### config.mk
export PLATFORM = sky130hd
export DESIGN_NAME = irda_fir_rx
export DESIGN_NICKNAME = d
export VERILOG_FILES = /design/src/rtl/irda_fir_rx.sv
export SDC_FILE = /design/constraint.sdc
export NUM_CORES = 1
export LEC_CHECK = 0
export ABC_AREA = 1
export ABC_CLOCK_PERIOD_IN_PS = 4460
export CAP_MARGIN = 20
export CORE_MARGIN = 4
export CORE_UTILIZATION = 51
export DETAILED_ROUTE_END_ITERATION = 12
export GPL_TIMING_DRIVEN = 0
export PLACE_DENSITY = 0.77
export SYNTH_ARGS = -nofsm -noshare
export SYNTH_HDL_FRONTEND = slang
export SYNTH_SLANG_ARGS = --single-unit
### constraint.sdc
create_clock -name clk -period 4.46 [get_ports clk]
set_input_delay 0.892 -clock clk [delete_from_list [all_inputs] [get_ports clk]]
set_output_delay 0.892 -clock clk [all_outputs]
set_load 0.01 [all_outputs]
### src/rtl/irda_fir_rx.sv
// irda_fir_rx: 4 Mb/s 4PPM (FIR) IrDA receive path.
//   Hunts for the preamble, locks the 4PPM symbol phase, matches the start flag,
//   decodes data symbols into bytes, detects the stop flag and checks the FCS.
// Optional feature macro: IRDA_FIR_RX_CRC_EN (CRC-32 engine and residue check).
//   Without it, crc_err flags only byte misalignment or a frame under 4 bytes.
// Ports:
//   clk            system clock
//   wb_rst_n       asynchronous active-low reset
//   fir_rx8_enable chip strobe, one chip per high cycle
//   fir_rx_i       sampled chip, valid with fir_rx8_enable
//   rx_restart     synchronous abort back to hunt
//   rx_data        received byte, held between rx_valid pulses
//   rx_valid       one-cycle pulse, rx_data valid
//   frame_start    one-cycle pulse on start flag match
//   frame_end      one-cycle pulse on stop flag match
//   crc_err        qualified by frame_end: bad residue or misaligned/short frame
//   symbol_err     one-cycle pulse on an illegal data symbol (frame aborted)
module irda_fir_rx #(
  parameter int unsigned PA_MATCHES  = 4,
  parameter int unsigned STA_TIMEOUT = 64
) (
  input  logic       clk,
  input  logic       wb_rst_n,
  input  logic       fir_rx8_enable,
  input  logic       fir_rx_i,
  input  logic       rx_restart,
  output logic [7:0] rx_data,
  output logic       rx_valid,
  output logic       frame_start,
  output logic       frame_end,
  output logic       crc_err,
  output logic       symbol_err
);

  localparam int unsigned PaW  = $clog2(PA_MATCHES + 1);
  localparam int unsigned TmoW = $clog2(STA_TIMEOUT + 1);

  localparam logic [1:0] StHunt   = 2'd0;
  localparam logic [1:0] StPaLock = 2'd1;
  localparam logic [1:0] StData   = 2'd2;

  // Patterns in time order, oldest chip at the MSB.
  localparam logic [15:0] PaPat  = 16'b1000_0000_1010_1000;
  localparam logic [31:0] StaPat = 32'b0000_1100_0000_1100_0110_0000_0110_0000;
  localparam logic [31:0] StoPat = 32'b0000_1100_0000_1100_0000_0110_0000_0110;

  logic [1:0]      state_q, state_d;
  logic [31:0]     win_q, win_d, win_shift;
  logic [3:0]      cnt_q, cnt_d;          // chip counter; [1:0] is the symbol phase
  logic [PaW-1:0]  pa_cnt_q, pa_cnt_d;
  logic [TmoW-1:0] tmo_q, tmo_d;
  logic [3:0]      sym_cnt_q, sym_cnt_d;  // saturates at 8 (lookahead filled)
  logic [1:0]      dib_q, dib_d;
  logic [7:0]      byte_q, byte_d;
  logic [2:0]      nbytes_q, nbytes_d;    // saturates at 4
  logic [7:0]      rx_data_q, rx_data_d;
  logic            rx_valid_q, rx_valid_d;
  logic            frame_start_q, frame_start_d;
  logic            frame_end_q, frame_end_d;
  logic            crc_err_q, crc_err_d;
  logic            symbol_err_q, symbol_err_d;
  logic [1:0]      dibit;
  logic            sym_ok, take, crc_ok, boundary;

  assign win_shift = {win_q[30:0], fir_rx_i};
  assign boundary  = (cnt_q[1:0] == 2'd3);

  // Oldest symbol of the updated window is the one being decoded.
  always_comb begin
    dibit  = 2'd0;
    sym_ok = 1'b1;
    case (win_shift[31:28])
      4'b1000: dibit = 2'd0;
      4'b0100: dibit = 2'd1;
      4'b0010: dibit = 2'd2;
      4'b0001: dibit = 2'd3;
      default: sym_ok = 1'b0;
    endcase
  end

  always_comb begin
    state_d       = state_q;
    win_d         = win_q;
    cnt_d         = cnt_q;
    pa_cnt_d      = pa_cnt_q;
    tmo_d         = tmo_q;
    sym_cnt_d     = sym_cnt_q;
    dib_d         = dib_q;
    byte_d        = byte_q;
    nbytes_d      = nbytes_q;
    rx_data_d     = rx_data_q;
    rx_valid_d    = 1'b0;
    frame_start_d = 1'b0;
    frame_end_d   = 1'b0;
    crc_err_d     = 1'b0;
    symbol_err_d  = 1'b0;
    take          = 1'b0;

    if (rx_restart) begin
      state_d   = StHunt;
      win_d     = '0;
      cnt_d     = '0;
      pa_cnt_d  = '0;
      tmo_d     = '0;
      sym_cnt_d = '0;
      dib_d     = '0;
      byte_d    = '0;
      nbytes_d  = '0;
      rx_data_d = '0;
    end else if (fir_rx8_enable) begin
      win_d = win_shift;
      cnt_d = cnt_q + 4'd1;
      unique case (state_q)
        StHunt: begin
          if (pa_cnt_q == '0) begin
            // Free-running search: the first match fixes the symbol phase.
            if (win_shift[15:0] == PaPat) begin
              pa_cnt_d = PaW'(1);
              cnt_d    = '0;
            end
          end else if (cnt_q == 4'd15) begin
            pa_cnt_d = (win_shift[15:0] == PaPat) ? pa_cnt_q + 1'b1 : '0;
          end
          if (pa_cnt_d == PaW'(PA_MATCHES)) begin
            state_d  = StPaLock;
            pa_cnt_d = '0;
            tmo_d    = '0;
          end
        end
        StPaLock: begin
          tmo_d = tmo_q + 1'b1;
          if (boundary && win_shift == StaPat) begin
            state_d       = StData;
            frame_start_d = 1'b1;
            sym_cnt_d     = '0;
            dib_d         = '0;
            byte_d        = '0;
            nbytes_d      = '0;
          end else if (tmo_d == TmoW'(STA_TIMEOUT)) begin
            state_d = StHunt;
          end
        end
        StData: begin
          if (boundary) begin
            if (win_shift == StoPat) begin
              state_d     = StHunt;
              frame_end_d = 1'b1;
              crc_err_d   = ~(crc_ok && dib_q == 2'd0 && nbytes_q == 3'd4);
            end else begin
              if (sym_cnt_q != 4'd8) sym_cnt_d = sym_cnt_q + 4'd1;
              // The top symbol is data only once 8 symbols followed the flag.
              if (sym_cnt_d == 4'd8) begin
                if (sym_ok) begin
                  take = 1'b1;
                end else begin
                  symbol_err_d = 1'b1;
                  state_d      = StHunt;
                end
              end
            end
          end
        end
        default: state_d = StHunt;
      endcase
    end

    if (take) begin
      byte_d = {dibit, byte_q[7:2]};
      dib_d  = dib_q + 2'd1;
      if (dib_q == 2'd3) begin
        rx_valid_d = 1'b1;
        rx_data_d  = {dibit, byte_q[7:2]};
        if (nbytes_q != 3'd4) nbytes_d = nbytes_q + 3'd1;
      end
    end
  end

`ifdef IRDA_FIR_RX_CRC_EN
  localparam logic [31:0] CrcPoly    = 32'hEDB88320;
  localparam logic [31:0] CrcResidue = 32'hDEBB20E3;

  logic [31:0] crc_q, crc_d;

  function automatic logic [31:0] crc_bit(input logic [31:0] c, input logic b);
    return (c[0] ^ b) ? ((c >> 1) ^ CrcPoly) : (c >> 1);
  endfunction

  always_comb begin
    crc_d = crc_q;
    if (rx_restart || frame_start_d) begin
      crc_d = '1;
    end else if (take) begin
      crc_d = crc_bit(crc_bit(crc_q, dibit[0]), dibit[1]);
    end
  end

  always_ff @(posedge clk or negedge wb_rst_n) begin
    if (!wb_rst_n) crc_q <= '1;
    else           crc_q <= crc_d;
  end

  assign crc_ok = (crc_q == CrcResidue);
`else
  assign crc_ok = 1'b1;
`endif

  always_ff @(posedge clk or negedge wb_rst_n) begin
    if (!wb_rst_n) begin
      state_q       <= StHunt;
      win_q         <= '0;
      cnt_q         <= '0;
      pa_cnt_q      <= '0;
      tmo_q         <= '0;
      sym_cnt_q     <= '0;
      dib_q         <= '0;
      byte_q        <= '0;
      nbytes_q      <= '0;
      rx_data_q     <= '0;
      rx_valid_q    <= 1'b0;
      frame_start_q <= 1'b0;
      frame_end_q   <= 1'b0;
      crc_err_q     <= 1'b0;
      symbol_err_q  <= 1'b0;
    end else begin
      state_q       <= state_d;
      win_q         <= win_d;
      cnt_q         <= cnt_d;
      pa_cnt_q      <= pa_cnt_d;
      tmo_q         <= tmo_d;
      sym_cnt_q     <= sym_cnt_d;
      dib_q         <= dib_d;
      byte_q        <= byte_d;
      nbytes_q      <= nbytes_d;
      rx_data_q     <= rx_data_d;
      rx_valid_q    <= rx_valid_d;
      frame_start_q <= frame_start_d;
      frame_end_q   <= frame_end_d;
      crc_err_q     <= crc_err_d;
      symbol_err_q  <= symbol_err_d;
    end
  end

  assign rx_data     = rx_data_q;
  assign rx_valid    = rx_valid_q;
  assign frame_start = frame_start_q;
  assign frame_end   = frame_end_q;
  assign crc_err     = crc_err_q;
  assign symbol_err  = symbol_err_q;

endmodule

==> impl_metrics.csv, run 1 <==
group,metric,value,unit
power_and_ir_drop,intPower,0.971,mW
synth,ys_top_cells_by_area,"dfrtp_1, nand2_1, inv_1",
worst_setup_path,cp.arrival,2.87,ns
routing,via_count,3070,
worst_setup_path,endpoint_kind,"register",
timing,setup_viol,0,
power_and_ir_drop,p_comb_frac,0.045,
worst_setup_path,cp-startpoint,"rx_restart",
timing,period_share,0.594,
grt,grt_pass1_vias,3044,
place,io_buffer_count,17,
timing,worst_clock_skew,0.00794,ns
layout,drive_above_1_share,0.105,
routing,avgRoutedWirePerCell,13.1,um
timing,fin_crit,2.65,ns
worst_setup_path,crit_top_cell,"inv_1",
synth,synth_area_per_cell,8.36,um^2
synth,synth_cell_type_count,32,
worst_setup_path,slowest_delay,0.55,ns
outcome,status,"finished clean",
worst_setup_path,cp-start-kind,"input port",
place,dp_hpwl,5.68,mm
layout,most-common-layout-cells,"nand2_1, inv_1, dfrtp_1, nor2_1, o22ai_1",
synth,ys_ff_latch,75,
timing,slew_violations,0,
worst_setup_path,cp-endpoint,"byte_q[3]",
timing,rsz0062_at_grt,"no",
routing,drcViolationCount,0,
routing,routed_wl,7.68,mm
synth,yosys_warnings,0,
grt,track_usage,0.191,
routing,via_per_inst,5.25,
grt,antenna_found_initial,0,
timing,setup_slack,1.81,ns
worst_setup_path,cp_data_required_time,4.68,ns
flow_run,max-cap-violations,0,
cts,clock_latency,0.35,ns
timing,relSlewSlack,0.684,
worst_setup_path,crit_type,"input port to register",
worst_setup_path,cp_max_fo,7,
die,core-area,7210,um^2
layout,num-nets-final,497,
cts,htree_levels,3,
cts,postCtsHoldBufs,0,
routing,drtIter0Drc,139,
die,die_w,94.1,um
grt,grt_pass1_wl,13.5,mm
cts,cts-root-buf,"clkbuf_8",
cts,postCtsSetupRepairBufs,0,
power_and_ir_drop,p_seq_frac,0.537,
synth,postSynthCellCount,452,
power_and_ir_drop,p_per_area,296,nW/um^2
grt,overflow,0,
worst_setup_path,critical_path.slowest_cell,"clkdlybuf4s50_1",
synth,netlist_area,3780,um^2
power_and_ir_drop,vdd_ir_drop_max,0.000234,V
timing,hold_violations,0,
routing,dr.pass1.iters,4,
cts,clkTransAtPathRegs,0.08,ns
cts,cts_buffers,9,
worst_setup_path,r2r_end,"tmo_q[3]",
routing,ant_nets,0,
grt,grt_max_degree,54,
timing,worst_pin_slew,0.472,ns
worst_setup_path,path_buf_inv,3,
die,num_rows,31,
synth,synth-seq-area-share,0.497,
layout,fin_cells,585,
cts,cts_tree,"done",
timing,max_freq,377,MHz
worst_setup_path,reg2reg_slack,2.42,ns
die,fp.dieH,94.1,um
worst_setup_path,crit_family,"simple AND/OR/NAND/NOR gates",
layout,antenna_cells,0,
worst_setup_path,ff2ff_path_depth,13,
min_path,hp-class,"input port to asynchronous set/reset pin",
die,pin_count,18,
worst_setup_path,crit_chain,"clkdlybuf4s50_1 -> nor2_4 -> inv_1 -> nor3_1 -> inv_1 -> a21oi_2 -> nand3_1 -> nand2_2 -> o22ai_1",
worst_setup_path,worstSetupPathDepth,9,
timing,hold_slack,0.436,ns
cts,cts_resized,0,
power_and_ir_drop,total_power,1.27,mW
cts,clockBufferDepth,2,
layout,syn_to_final_growth,13.8,%
worst_setup_path,rr_startpoint,"cnt_q[0]",
layout,final_common_cell,"nand2_1",
place,globalplace.congestion,0.811,
die,start_util,0.524,
synth,synth_nets,468,
place,pre_cts_ws,1.51,ns
power_and_ir_drop,power_switching,0.302,mW
synth,synth_largest_area_cell,"dfrtp_1",
power_and_ir_drop,clkPwrFrac,0.417,
power_and_ir_drop,p_leak,1.99,nW
synth,synth_top_area_frac,0.497,
place,dp.cells,569,
die,die_area,8850,um^2
power_and_ir_drop,p_sw_frac,0.237,
cts,clock_sinks,75,
worst min path at each step:
stage / from / endpoint / slack (ns)
5_1_grt: wb_rst_n / tmo_q[2] / 0.45
6_report: wb_rst_n / tmo_q[2] / 0.44
3_3_place_gp: tmo_q[6] / tmo_q[6] / 0.48
4_1_cts: wb_rst_n / tmo_q[2] / 0.45
2_1_floorplan: state_q[0] / state_q[0] / 0.46
3_5_place_dp: tmo_q[6] / tmo_q[6] / 0.49
synthesized netlist by cell type (all sizes together):
| cell | instances |
|---|---|
| nand3b | 1 |
| or2 | 2 |
| o22ai | 38 |
| nand4 | 11 |
| clkinv | 1 |
| xor2 | 3 |
| nand2 | 100 |
| xnor2 | 1 |
| clkbuf | 6 |
| a32o | 1 |
| nand3 | 29 |
| a311oi | 1 |
| nor2 | 45 |
| a21oi | 6 |
| inv | 79 |
| dfrtp | 75 |
| o21ai | 32 |
| ha | 11 |
| a21boi | 1 |
| nor3 | 5 |
| buf | 3 |
| a31oi | 1 |
worst reg2reg max path, delay by kind of cell, from the launching register on:
| family | cells | cell delay (ns) |
|---|---|---|
| adder cells (fa/ha/maj) | 1 | 0.28 |
| AO/OA/AOI/OAI | 2 | 0.21 |
| buffers and inverters | 2 | 0.22 |
| flip-flops | 1 | 0.40 |
| AND/OR/NAND/NOR | 8 | 0.82 |
final cells by class:
type	count	area [um^2]
Fill cell	665	2910
Sequential cell	75	1880
Multi-Input combinational cell	288	1550
Inverter	80	300
Timing Repair Buffer	18	195
Clock buffer	10	138
Tap cell	99	124
Clock inverter	6	65.1
Buffer	9	56.3
stage by stage:
stage / TNS (ns) / utilization / instance area, um^2
after floorplan: 0 / - / 3780
after global placement: -6.41 / 0.565 / 4070
after detailed placement: 0 / 0.568 / 4100
after CTS: 0 / 0.596 / 4300
after global routing: 0 / 0.596 / 4300
final: 0 / 0.596 / 4300
layer usage:
layer  vias to the layer above  GRT usage  share of wire  routed length, um
li1                       1532          -              -                  -
met1                      1486      0.257           0.45               3490
met2                        44      0.312           0.50               3850
met3                         8     0.0417          0.034                259
met4                         0     0.0542          0.010                 80
met5                         -          0              0                  0
registers in the layout, summed over array words and instances (netlist names):
| signal | cells |
|---|---|
| byte_q | 6 |
| cnt_q | 4 |
| crc_err | 1 |
| dib_q | 2 |
| frame_end | 1 |
| frame_start | 1 |
| nbytes_q | 3 |
| pa_cnt_q | 3 |
| rx_data | 8 |
| rx_valid | 1 |
| state_q | 2 |
| sym_cnt_q | 4 |
| symbol_err | 1 |
| tmo_q | 7 |
| win_q | 31 |
power by group through the flow:
stage,combinational (mW),clock (mW),sequential [mW]
2_1_floorplan,0.0284,0,0.698
3_3_place_gp,0.0540,0,0.698
3_5_place_dp,0.0581,0,0.698
4_1_cts,0.0586,0.539,0.685
5_1_grt,0.0654,0.574,0.685
6_report,0.0576,0.532,0.685
cells by family after synthesis:
logic type | after synthesis | share of synthesized area
AOI/OAI and AO/OA | 80 | 0.136
xor gates and xnor gates | 4 | 0.00927
adders and majority gates | 11 | 0.0364
buffers and inverters | 89 | 0.0943
DFF | 75 | 0.497
and+or+nand+nor | 193 | 0.228
Power figures use the tool's default switching activity.
==> run 2, diff against run 1 <==
ABC_CLOCK_PERIOD_IN_PS = 2700   (was 4460)
clock period = 2.7 ns   (was 4.46 ns; I/O delays follow)
==> results of run 2 <==
Same layout as run 1 (identical final DEF). Status: finished clean.
Main changes from that run: setup slack after placement 1.51 ns -> 0.101 ns; setup slack after layout 1.81 ns -> 0.402 ns; hold slack 0.436 ns -> 0.0843 ns; register-to-register setup slack 2.42 ns -> 0.66 ns; total power 1.27 mW -> 2.10 mW; worst IR drop on VDD 0.000234 V -> 0.000386 V
